**src/rtl/riscv_fetch_queue.sv**
```systemverilog
// Fetch front end: owns the fetch PC, keeps one imem request in flight,
// and queues returned words with their PCs for the IF/ID handshake.
module riscv_fetch_queue #(
  parameter int unsigned DEPTH    = 4,
  parameter logic [31:0] RESET_PC = 32'h0000_0000,
  parameter logic [31:0] NOP      = 32'h0000_0013
) (
  input  logic        clock,
  input  logic        reset,
  output logic        imem_req_valid,
  input  logic        imem_req_ready,
  output logic [31:0] imem_addr,
  input  logic        imem_resp_valid,
  input  logic [31:0] imem_resp_data,
  input  logic        redirect_valid,
  input  logic [31:0] redirect_pc,
  output logic        ifid_valid,
  input  logic        ifid_ready,
  output logic [31:0] ifid_ir,
  output logic [31:0] ifid_pc
);

  localparam int unsigned AW = $clog2(DEPTH);
  localparam logic [AW:0] FULL = (AW+1)'(DEPTH);

  typedef enum logic [1:0] {
    IDLE,
    WAIT,
    DROP
  } state_t;

  state_t      state;
  state_t      state_n;
  logic [31:0] fetch_pc;
  logic [31:0] req_pc;
  logic [AW-1:0] wr_ptr;
  logic [AW-1:0] rd_ptr;
  logic [AW:0]   count;
  logic [31:0] ir_q [DEPTH];
  logic [31:0] pc_q [DEPTH];

  logic accept;
  logic push;
  logic pop;
  logic unused_bits;

  assign unused_bits = ^redirect_pc[1:0];

  // A pop in the same cycle is not credited toward issue space.
  assign imem_req_valid = !reset && (state == IDLE)
                        && (count != FULL) && !redirect_valid;
  assign imem_addr = fetch_pc;
  assign accept    = imem_req_valid && imem_req_ready;
  assign push      = !reset && (state == WAIT)
                   && imem_resp_valid && !redirect_valid;

  assign ifid_valid = (count != '0);
  assign ifid_ir    = ifid_valid ? ir_q[rd_ptr] : NOP;
  assign ifid_pc    = ifid_valid ? pc_q[rd_ptr] : 32'h0;
  assign pop        = ifid_valid && ifid_ready;

  always_comb begin
    state_n = state;
    unique case (state)
      IDLE: if (accept) state_n = WAIT;
      WAIT: begin
        if (imem_resp_valid) state_n = IDLE;
        else if (redirect_valid) state_n = DROP;
      end
      DROP: if (imem_resp_valid) state_n = IDLE;
      default: state_n = IDLE;
    endcase
  end

  always_ff @(posedge clock) begin
    if (reset) begin
      state    <= IDLE;
      fetch_pc <= RESET_PC;
      req_pc   <= '0;
      wr_ptr   <= '0;
      rd_ptr   <= '0;
      count    <= '0;
    end else begin
      state <= state_n;
      if (redirect_valid) begin
        fetch_pc <= {redirect_pc[31:2], 2'b00};
        wr_ptr   <= '0;
        rd_ptr   <= '0;
        count    <= '0;
      end else begin
        if (accept) begin
          req_pc   <= fetch_pc;
          fetch_pc <= fetch_pc + 32'd4;
        end
        if (push) wr_ptr <= wr_ptr + AW'(1);
        if (pop)  rd_ptr <= rd_ptr + AW'(1);
        if (push && !pop)
          count <= count + (AW+1)'(1);
        else if (pop && !push)
          count <= count - (AW+1)'(1);
      end
    end
  end

  always_ff @(posedge clock) begin
    if (push) begin
      ir_q[wr_ptr] <= imem_resp_data;
      pc_q[wr_ptr] <= req_pc;
    end
  end

endmodule

```
**config.mk**
```make
export PLATFORM = sky130hd
export DESIGN_NAME = riscv_fetch_queue
export DESIGN_NICKNAME = d
export VERILOG_FILES = /design/src/rtl/riscv_fetch_queue.sv
export SDC_FILE = /design/constraint.sdc
export NUM_CORES = 1
export LEC_CHECK = 0
export CORE_UTILIZATION = 30
export DETAILED_ROUTE_END_ITERATION = 10
export PLACE_DENSITY = 0.6
export SETUP_SLACK_MARGIN = 0.3
export SLEW_MARGIN = 20
export SYNTH_ARGS = -nofsm -noshare
export SYNTH_HDL_FRONTEND = slang
export SYNTH_SLANG_ARGS = --single-unit
```
**constraint.sdc**
```tcl
create_clock -name clock -period 12.2 [get_ports clock]
set_clock_uncertainty 0.05 [all_clocks]
set_input_delay 3.66 -clock clock [delete_from_list [all_inputs] [get_ports clock]]
set_output_delay 3.66 -clock clock [all_outputs]
set_load 0.005 [all_outputs]
```
==> metrics.yaml <==
p_per_area_nw_per_um2: 149.6
io-pin-count: 168
cp-end-kind: "output pin"
clockRootBuffer: "clkbuf_16"
std_cell_rows: 75
synth_edf_count: 248
portBuffers: 161
synth_ff_type: "edfxtp_1"
track_usage: 0.1405
nFillCells: 3930
syn_to_final_growth_pct: 26.60
postRouteAntennaNets: 0
cts_buffers: 37
ys_seq_elements: 319
hold_violations: 0
cts_sinks: 319
initial_utilization: 0.3040
layout_min_cycle_time_ns: 9.745
cts_hold_buffers: 0
setup_ws_ns: 2.455
core_um2: 41950
ir_drop_mv: 0.07042
viasPerCell: 4.764
cts_setup_buffers: 0
synth_top_area_cell: "edfxtp_1"
power_leakage_nw: 5.039
drc: 0
cts.path.max_buffers: 3
ctsHtreeMaxLevel: 2
wire_per_inst_um: 19.64
yosys.area.top_type_share: 0.5840
clk_pin_slew_ns: 0.06
antenna_found_initial: 3
synthArstFlopShare: 0
grt_overflow: 0
netlist-cell-type-count: 47
ys_warn_count: 0
setup_viol_count_final: 0
num-nets-final: 1045
status: "finished, final reports clean"
finalWeightedCongestion: 0.7565
drtIter0Drc: 489
die_area_um2: 43330
tns_ns: 0
fp.dieH_um: 208.2
cts-resized-gates: 0
dp.final_hpwl_mm: 18.23
clk_latency_ns: 0.51
cts_tree: "done"
slew_violations: 0
synth_cells: 808
die_w_um: 208.2
hold_path.class: "register to register"
rsz0062_at_grt: "false"
maxCapViolations: 0
regArea_um2: 8876
vias: 7318
crit_path_start_kind: "input pin"
max_freq_mhz: 102.6
first_pass_iters: 5
drive_gt1_frac: 0.1556
multi_input_area_um2: 3611
postSynthAreaPerCell_um2: 15.78
grt_start_max_net_pins: 63
yosys-top-cells-area: "edfxtp_1 (58%), dfxtp_1 (11%), mux4_2 (11%)"
worstPathRequired_ns: 8.49
dp_slack_ns: 2.271
tightest_slew_ns: 1.066
cp.arrival_ns: 6.03
synth.cell_area_um2: 12750
slew_headroom: 0.2895
seq_area_frac_synth: 0.6955
fin_crit_sh: 0.7987
grt_pass1_vias: 7575
path_max_fanout: 14
worstSetupPathType: "input pin to output pin"
drt_wl_total_mm: 30.16
grt_pass1_wl_mm: 46.21
[final cells by class]
class / count / share of cell area
diodes: 1 / 0.0001550
clock buffers: 44 / 0.05960
clock inverters: 23 / 0.01790
inverters: 7 / 0.001628
multi-input cells: 432 / 0.2237
flip-flops and latches: 319 / 0.5498
well taps: 539 / 0.04178
repair buffers: 171 / 0.1054
[placed cells by master (no fill, tap or decap), types with 3 or more instances in the layout]
cell type        instances
nand2_1                 87
and4_1                   3
nor4_1                  12
bufinv_16                6
clkdlybuf4s50_1        160
or3_1                    4
clkinvlp_4               3
nor3_1                   5
clkbuf_1                 6
edfxtp_1               248
mux4_2                  62
o21ai_0                  7
inv_6                    5
a311oi_1                 4
inv_1                    6
nand3_1                 11
a21oi_1                 40
nor2_1                  29
dfxtp_1                 69
xor2_1                   6
and2_4                   4
ha_1                     6
clkbuf_16               37
clkinv_2                 7
conb_1                   4
nand4_1                 13
xnor2_1                 24
and3_1                   5
a211oi_1                14
buf_4                    9
or2_2                    4
and2_1                  65
[per-stage QoR]
stage                 util  power (mW)  instances  cell area (um^2)  hold WS (ns)
floorplan                -       1.247        811             12760        0.4100
global placement    0.3543       1.307       1467             14860        0.4249
detailed placement  0.3543       1.308       1467             14860        0.4406
CTS                 0.3841       2.450       1534             16110        0.4483
global route        0.3848       2.498       1535             16140        0.4736
finish              0.3848       2.416       1536             16140        0.4462
[critical path, cell delays in order]
cell	delay [ns]
clkdlybuf4s50_1	0.71
or2_2	0.57
nor4b_1	0.49
clkdlybuf4s50_1	0.61
[worst paths after layout]
kind                       start             end  slack [ns]  depth (start not counted)
setup / recovery  redirect_valid  imem_req_valid        2.46                          4
hold / removal         wr_ptr[1]       wr_ptr[1]        0.45                          2
setup reg to reg        count[0]        count[2]        9.18                          9
hold reg to reg        wr_ptr[1]       wr_ptr[1]        0.45                          2
[state kept, by name, summed over array words and instances (netlist names), named ones only]
signal and count:
rd_ptr 2, wr_ptr 2, imem_addr 30, count 3, req_pc 30, state 2, pc_q 120, ir_q 128
[power breakdown]
group	internal [mW]	switching, mW
clock	0.696	0.435
sequential	1.17	0.0162
combinational	0.0507	0.0434
[logic make-up after synthesis]
| group | count (synthesis) | synth area share |
|---|---|---|
| other | 1 | 0.0002941 |
| xor gates and xnor gates | 30 | 0.02061 |
| DFF | 319 | 0.6955 |
| muxes | 65 | 0.1120 |
| buffers and inverters | 60 | 0.02316 |
| adders and majority gates | 7 | 0.007457 |
| and+or+nand+nor | 257 | 0.1089 |
| AOI/OAI and AO/OA | 69 | 0.03209 |
[synthesized netlist by cell type, drive strengths merged, types with 12 or more instances]
library cell / n
clkbuf: 26
a21oi: 40
nor2: 30
a211oi: 15
and2: 69
nand4: 14
dfxtp: 71
mux4: 62
nand2: 88
edfxtp: 248
nand3: 12
nor4: 16
xnor2: 24
buf: 27
[routing by layer]
metal | vias up | wire, um | global-route usage
li1 | 3387 | - | -
met1 | 3683 | 13900 | 0.1932
met2 | 198 | 14200 | 0.2265
met3 | 46 | 1482 | 0.02928
met4 | 4 | 550 | 0.03550
met5 | - | 27 | 0
No activity file was read; power rests on OpenSTA's default activity.
